**config.mk**
```make
export PLATFORM = sky130hd
export DESIGN_NAME = uart_tx_fifo
export DESIGN_NICKNAME = d
export VERILOG_FILES = /design/src/rtl/uart_pkg.sv /design/src/rtl/sync_fifo.sv /design/src/rtl/uart_tx_fifo.sv
export SDC_FILE = /design/constraint.sdc
export NUM_CORES = 1
export LEC_CHECK = 0
export BUFFER_PORTS_ARGS = -buffer_cell sky130_fd_sc_hd__buf_2
export CAP_MARGIN = 20
export CORE_MARGIN = 4
export CORE_UTILIZATION = 55
export CTS_CLUSTER_DIAMETER = 120
export DETAILED_ROUTE_END_ITERATION = 8
export HOLD_SLACK_MARGIN = 0.06
export MAX_ROUTING_LAYER = met4
export PLACE_DENSITY = 0.75
export SYNTH_ARGS = -nofsm -noshare
export SYNTH_HDL_FRONTEND = slang
export SYNTH_SLANG_ARGS = --single-unit
```
**constraint.sdc**
```tcl
create_clock -name clock -period 4.75 [get_ports clock]
set_clock_uncertainty 0.2 [all_clocks]
set_input_delay 0.7125 -clock clock [delete_from_list [all_inputs] [get_ports clock]]
set_output_delay 0.7125 -clock clock [all_outputs]
set_load 0.01 [all_outputs]
```
**src/rtl/uart_pkg.sv**
```systemverilog
// Shared UART definitions: FSM state encoding, parity modes, frame config payload.
package uart_pkg;

    // Transmit/receive FSM state encoding
    localparam logic [2:0] ST_IDLE   = 3'd0;
    localparam logic [2:0] ST_START  = 3'd1;
    localparam logic [2:0] ST_DATA   = 3'd2;
    localparam logic [2:0] ST_PARITY = 3'd3;
    localparam logic [2:0] ST_STOP   = 3'd4;

    // parity_mode encodings; the fourth code behaves like PAR_NONE
    localparam logic [1:0] PAR_NONE = 2'd0;
    localparam logic [1:0] PAR_EVEN = 2'd1;
    localparam logic [1:0] PAR_ODD  = 2'd2;

    // Per-frame line configuration captured when a frame is launched
    typedef struct packed {
        logic [1:0] parity_mode;
        logic       two_stop;
    } frame_cfg_t;

    // True when the mode inserts a parity bit
    function automatic logic parity_enabled(input logic [1:0] mode);
        return (mode == PAR_EVEN) || (mode == PAR_ODD);
    endfunction

    // Parity bit from the XOR of the data bits; odd mode inverts it
    function automatic logic parity_bit(input logic [1:0] mode, input logic data_xor);
        return data_xor ^ (mode == PAR_ODD);
    endfunction

endpackage

```
**src/rtl/sync_fifo.sv**
```systemverilog
// Single-clock FIFO with registered occupancy and full/empty flags.
module sync_fifo #(
    parameter int unsigned WIDTH = 8,
    parameter int unsigned DEPTH = 16
) (
    input  logic                     clock,
    input  logic                     reset,
    input  logic                     push,
    input  logic [WIDTH-1:0]         push_data,
    input  logic                     pop,
    output logic [WIDTH-1:0]         pop_data,
    output logic                     full,
    output logic                     empty,
    output logic [$clog2(DEPTH):0]   count
);

    localparam int unsigned PTR_W = $clog2(DEPTH);
    localparam int unsigned CNT_W = PTR_W + 1;

    logic [WIDTH-1:0] mem [DEPTH];
    logic [PTR_W-1:0] wr_ptr;
    logic [PTR_W-1:0] rd_ptr;
    logic [CNT_W-1:0] count_nx;
    logic             do_push;
    logic             do_pop;

    // Requests against a full or empty FIFO are ignored
    assign do_push = push && !full;
    assign do_pop  = pop && !empty;

    // Occupancy after this cycle; push and pop together cancel out
    always_comb begin
        count_nx = count + CNT_W'(do_push) - CNT_W'(do_pop);
    end

    // Pointers, count and flags; pointers wrap naturally since DEPTH is a power of two
    always_ff @(posedge clock) begin
        if (reset) begin
            wr_ptr <= '0;
            rd_ptr <= '0;
            count  <= '0;
            full   <= 1'b0;
            empty  <= 1'b1;
        end else begin
            if (do_push) begin
                wr_ptr <= wr_ptr + PTR_W'(1);
            end
            if (do_pop) begin
                rd_ptr <= rd_ptr + PTR_W'(1);
            end
            count <= count_nx;
            full  <= (count_nx == CNT_W'(DEPTH));
            empty <= (count_nx == '0);
        end
    end

    // Storage array, no reset needed
    always_ff @(posedge clock) begin
        if (do_push) begin
            mem[wr_ptr] <= push_data;
        end
    end

    assign pop_data = mem[rd_ptr];

endmodule

```
**src/rtl/uart_tx_fifo.sv**
```systemverilog
// UART transmitter fed from a TX FIFO; frame settings are latched per frame.
module uart_tx_fifo
    import uart_pkg::*;
#(
    parameter int unsigned DBIT  = 8,
    parameter int unsigned DEPTH = 16,
    parameter int unsigned DIV_W = 16
) (
    input  logic                   clock,
    input  logic                   reset,
    input  logic                   enable,
    input  logic [DIV_W-1:0]       divisor,
    input  logic [1:0]             parity_mode,
    input  logic                   two_stop,
    input  logic                   wr_valid,
    input  logic [DBIT-1:0]        wr_data,
    output logic                   wr_ready,
    output logic [$clog2(DEPTH):0] fifo_count,
    output logic                   busy,
    output logic                   tx
);

    localparam int unsigned IDX_W = $clog2(DBIT);

    logic             fifo_full;
    logic             fifo_empty;
    logic             fifo_push;
    logic             fifo_pop;
    logic [DBIT-1:0]  fifo_data;

    logic [2:0]       state_q, state_d;
    logic [DIV_W-1:0] cnt_q, cnt_d;
    logic [IDX_W-1:0] idx_q, idx_d;
    logic [DBIT-1:0]  data_q, data_d;
    logic [DIV_W-1:0] div_q, div_d;
    frame_cfg_t       cfg_q, cfg_d;
    logic             tx_d;
    logic             last_tick;
    logic             start_ok;
    logic             launch;

    assign wr_ready  = !fifo_full;
    assign fifo_push = wr_valid && !fifo_full;

    sync_fifo #(
        .WIDTH (DBIT),
        .DEPTH (DEPTH)
    ) u_fifo (
        .clock     (clock),
        .reset     (reset),
        .push      (fifo_push),
        .push_data (wr_data),
        .pop       (fifo_pop),
        .pop_data  (fifo_data),
        .full      (fifo_full),
        .empty     (fifo_empty),
        .count     (fifo_count)
    );

    // Final cycle of the current bit period, and permission to launch a frame
    assign last_tick = (cnt_q == div_q - DIV_W'(1));
    assign start_ok  = enable && !fifo_empty;

    // Next-state, bit timing, frame launch and next tx level
    always_comb begin
        state_d  = state_q;
        cnt_d    = cnt_q + DIV_W'(1);
        idx_d    = idx_q;
        data_d   = data_q;
        div_d    = div_q;
        cfg_d    = cfg_q;
        launch   = 1'b0;
        fifo_pop = 1'b0;
        tx_d     = 1'b1;

        case (state_q)
            ST_IDLE: begin
                cnt_d = '0;
                if (start_ok) begin
                    launch = 1'b1;
                end
            end
            ST_START: begin
                if (last_tick) begin
                    cnt_d   = '0;
                    idx_d   = '0;
                    state_d = ST_DATA;
                end
            end
            ST_DATA: begin
                if (last_tick) begin
                    cnt_d = '0;
                    if (idx_q == IDX_W'(DBIT - 1)) begin
                        idx_d   = '0;
                        state_d = parity_enabled(cfg_q.parity_mode) ? ST_PARITY : ST_STOP;
                    end else begin
                        idx_d = idx_q + IDX_W'(1);
                    end
                end
            end
            ST_PARITY: begin
                if (last_tick) begin
                    cnt_d   = '0;
                    idx_d   = '0;
                    state_d = ST_STOP;
                end
            end
            ST_STOP: begin
                if (last_tick) begin
                    cnt_d = '0;
                    if (cfg_q.two_stop && (idx_q == '0)) begin
                        idx_d = IDX_W'(1);
                    end else if (start_ok) begin
                        launch = 1'b1;
                    end else begin
                        state_d = ST_IDLE;
                    end
                end
            end
            default: begin
                cnt_d   = '0;
                state_d = ST_IDLE;
            end
        endcase

        // Pop the head word and capture everything the frame depends on
        if (launch) begin
            fifo_pop          = 1'b1;
            data_d            = fifo_data;
            div_d             = (divisor == '0) ? DIV_W'(1) : divisor;
            cfg_d.parity_mode = parity_mode;
            cfg_d.two_stop    = two_stop;
            cnt_d             = '0;
            idx_d             = '0;
            state_d           = ST_START;
        end

        case (state_d)
            ST_START:  tx_d = 1'b0;
            ST_DATA:   tx_d = data_d[idx_d];
            ST_PARITY: tx_d = parity_bit(cfg_d.parity_mode, ^data_d);
            default:   tx_d = 1'b1;
        endcase
    end

    // State, frame context and registered line outputs
    always_ff @(posedge clock) begin
        if (reset) begin
            state_q <= ST_IDLE;
            cnt_q   <= '0;
            idx_q   <= '0;
            data_q  <= '0;
            div_q   <= DIV_W'(1);
            cfg_q   <= '0;
            tx      <= 1'b1;
            busy    <= 1'b0;
        end else begin
            state_q <= state_d;
            cnt_q   <= cnt_d;
            idx_q   <= idx_d;
            data_q  <= data_d;
            div_q   <= div_d;
            cfg_q   <= cfg_d;
            tx      <= tx_d;
            busy    <= (state_d != ST_IDLE);
        end
    end

endmodule

```
==> flow_metrics.env <==
export IMPL_htreeDepth=4
export IMPL_worst_slew_pin_slew_ns=0.9233
export IMPL_cts_tree="done"
export IMPL_hp_class="flop to flop"
export IMPL_clockRootBuffer="clkbuf_16"
export IMPL_syn_num_nets=729
export IMPL_power_density_nw_per_um2=482.1
export IMPL_die_w_um=134.6
export IMPL_grt_pass1_vias=5514
export IMPL_hold_start="div_q[15]"
export IMPL_rsz0062_at_grt="false"
export IMPL_yosysWarnings=0
export IMPL_netlist_cell_type_count=70
export IMPL_fin_tns_setup_ns=0
export IMPL_rrSetupSlack_ns=0.30
export IMPL_fmax_mhz=224.9
export IMPL_synth_top_area_share_pct=43.61
export IMPL_worstPathMaxFanout=10
export IMPL_cts_sinks=198
export IMPL_track_usage_pct=21.77
export IMPL_relSlewSlack_pct=38.22
export IMPL_layout_drive_gt1_share_pct=19.94
export IMPL_fin_ws_ns=0.3043
export IMPL_first_iter_violations=587
export IMPL_nNetsFinal=761
export IMPL_via_per_inst=5.946
export IMPL_clockBufferDepth=2
export IMPL_reg2reg_from="div_q[1]"
export IMPL_hold_depth=2
export IMPL_grt_overflow=0
export IMPL_synthCells=683
export IMPL_crit_arrival_ns=4.57
export IMPL_cts_inserted_buffers=17
export IMPL_synth_edf_count=128
export IMPL_postRouteAntennaNets=0
export IMPL_clk_latency_ns=0.43
export IMPL_avgRoutedWirePerCell_um=19.33
export IMPL_numPortBuffers=38
export IMPL_synth_area_leader_cell="edfxtp_1"
export IMPL_finalCriticalPeriod_ns=4.446
export IMPL_max_cap_violations=0
export IMPL_clk_pin_slew_worst_paths_ns=0.07
export IMPL_io_pins=39
export IMPL_design_die_area_um2=18110
export IMPL_worst_r2r_path_depth=20
export IMPL_reg2reg_to="u_fifo.empty"
export IMPL_diodes=0
export IMPL_ir_worst_vdd_mv=0.5038
export IMPL_dr_pass1_iters=5
export IMPL_antenna_found_initial=0
export IMPL_syn_cell_area_um2=8813
export IMPL_hold_viol_final=0
export IMPL_finalSetupViolCount=0
export IMPL_placed_area_um2=9206
export IMPL_synth_area_leaders="edfxtp_1, dfxtp_1, mux4_2"
export IMPL_pre_cts_ws_ns=0.2094
export IMPL_core_area_um2=15770
export IMPL_cts_hold_buf=0
export IMPL_grt_max_degree=52
export IMPL_grt_pass1_wl_um=29430
export IMPL_synth_common_cells="edfxtp_1, dfxtp_1, nand2_1"
export IMPL_syn2layout_area_growth_pct=10.89
export IMPL_hpwl_um=12490
export IMPL_path_class="flop to flop"
export IMPL_fp_dieH_um=134.6
export IMPL_synth_seq_cells=198
export IMPL_power_leakage_nw=3.294
export IMPL_design_area_um2=9773
export IMPL_post_route_period_util_pct=93.59
export IMPL_yosys_most_used_dff="edfxtp_1"
export IMPL_status="finished clean"
export IMPL_avgSynthCellArea_um2=12.90
export IMPL_hold_ws_ns=0.2760
export IMPL_num_rows=46
export IMPL_min_to="div_q[15]"
export IMPL_critical_path_required_ns=4.87
export IMPL_synth_seq_area_share_pct=59.51
export IMPL_start_kind="flop"
export IMPL_globalplace_congestion=0.8805
export IMPL_start_util_pct=55.89
export IMPL_vias=5607
export IMPL_routed_wl_um=18230
export IMPL_synth_most_common_cell="edfxtp_1"
export IMPL_utilization_pct=61.97
export IMPL_drv_slew=0
export IMPL_remaining_drc_errors=0
export IMPL_worstSetupEndpointType="flop"
export IMPL_synthArstFlopShare_pct=0
per-stage QoR:
| stage | std cells | total power [mW] |
|---|---|---|
| after floorplan | 683 | 3.046 |
| after detailed placement | 912 | 3.361 |
| final | 943 | 4.712 |
| after global placement | 912 | 3.312 |
| after global routing | 943 | 4.943 |
| after CTS | 943 | 4.724 |
worst max-delay path, stage by stage (launching register included):
cell	delay, ns
dfxtp_1	0.39
inv_1	0.09
ha_2	0.25
or4b_4	0.54
and4bb_1	0.33
nor4_2	0.07
nor4_1	0.24
and4_1	0.30
a31oi_1	0.19
or3_1	0.40
nand2_1	0.09
ha_1	0.16
inv_1	0.06
fa_1	0.40
inv_1	0.08
a21o_1	0.12
a21oi_1	0.07
xnor2_1	0.15
nand2_1	0.08
inv_1	0.08
nor2_1	0.04
per-layer routing:
layer | up-vias | GRT usage [%] | part of all wire [%]
met5 | - | - | 0
met4 | 0 | 5.882 | 0.98
met3 | 20 | 5.253 | 5.3
met2 | 188 | 35.84 | 51
met1 | 2784 | 27.40 | 42
li1 | 2615 | - | -
sequential cells by signal (all words and copies together), names as in the netlist, named ones only:
| signal | flops |
|---|---|
| u_fifo.mem | 128 |
| cnt_q | 16 |
| div_q | 16 |
| data_q | 8 |
| u_fifo.count | 5 |
| u_fifo.rd_ptr | 4 |
| u_fifo.wr_ptr | 4 |
| cfg_q | 3 |
| idx_q | 3 |
| state_q | 3 |
| busy | 1 |
| tx | 1 |
| u_fifo.empty | 1 |
| u_fifo.full | 1 |
worst max path at each step:
| stage | from | to |
|---|---|---|
| 5_1_grt | div_q[1] | u_fifo.empty |
| 2_1_floorplan | div_q[0] | u_fifo.empty |
| 3_3_place_gp | div_q[1] | u_fifo.empty |
| 3_5_place_dp | div_q[1] | u_fifo.full |
| 4_1_cts | div_q[1] | u_fifo.empty |
| 6_report | div_q[1] | u_fifo.empty |
where the power goes:
group | leakage, nW | internal [mW] | switching, mW
combinational | 1.30 | 0.586 | 0.640
sequential | 1.73 | 1.96 | 0.164
clock | 0.269 | 0.728 | 0.633
placed cells by master, fill, tap and decap left out, drive strengths merged, types with 23 or more instances in the layout:
cell type / count
nand3: 23
nand2: 69
a21oi: 38
edfxtp: 128
mux4: 40
nor2: 63
dfxtp: 70
buf: 47
inv: 25
xnor2: 25
final cells by class:
type | count | area (µm²)
Fill cell | 1237 | 5997
Sequential cell | 198 | 5248
Multi-Input combinational cell | 432 | 3377
Clock buffer | 18 | 429.2
Tap cell | 216 | 270.3
Timing Repair Buffer | 47 | 257.7
Clock inverter | 13 | 120.1
Inverter | 19 | 71.32
timing repair:
item | CTS | global route
buffers inserted | 0 | 0
endpoints found under the setup margin | 0 | 3
gates resized for setup | 0 | 4
endpoints found under the hold margin | 0 | 0
logic make-up after synthesis:
family | count (synthesis) | share of synthesized area (%)
AO/OA/AOI/OAI | 94 | 7.127
AND/OR/NAND/NOR | 233 | 13.36
flip-flops | 198 | 59.51
XOR/XNOR | 46 | 4.742
buffers and inverters | 53 | 2.371
adder cells (fa/ha/maj) | 15 | 2.215
multiplexers | 44 | 10.68
Note: power is estimated with default switching activity, not from simulation.
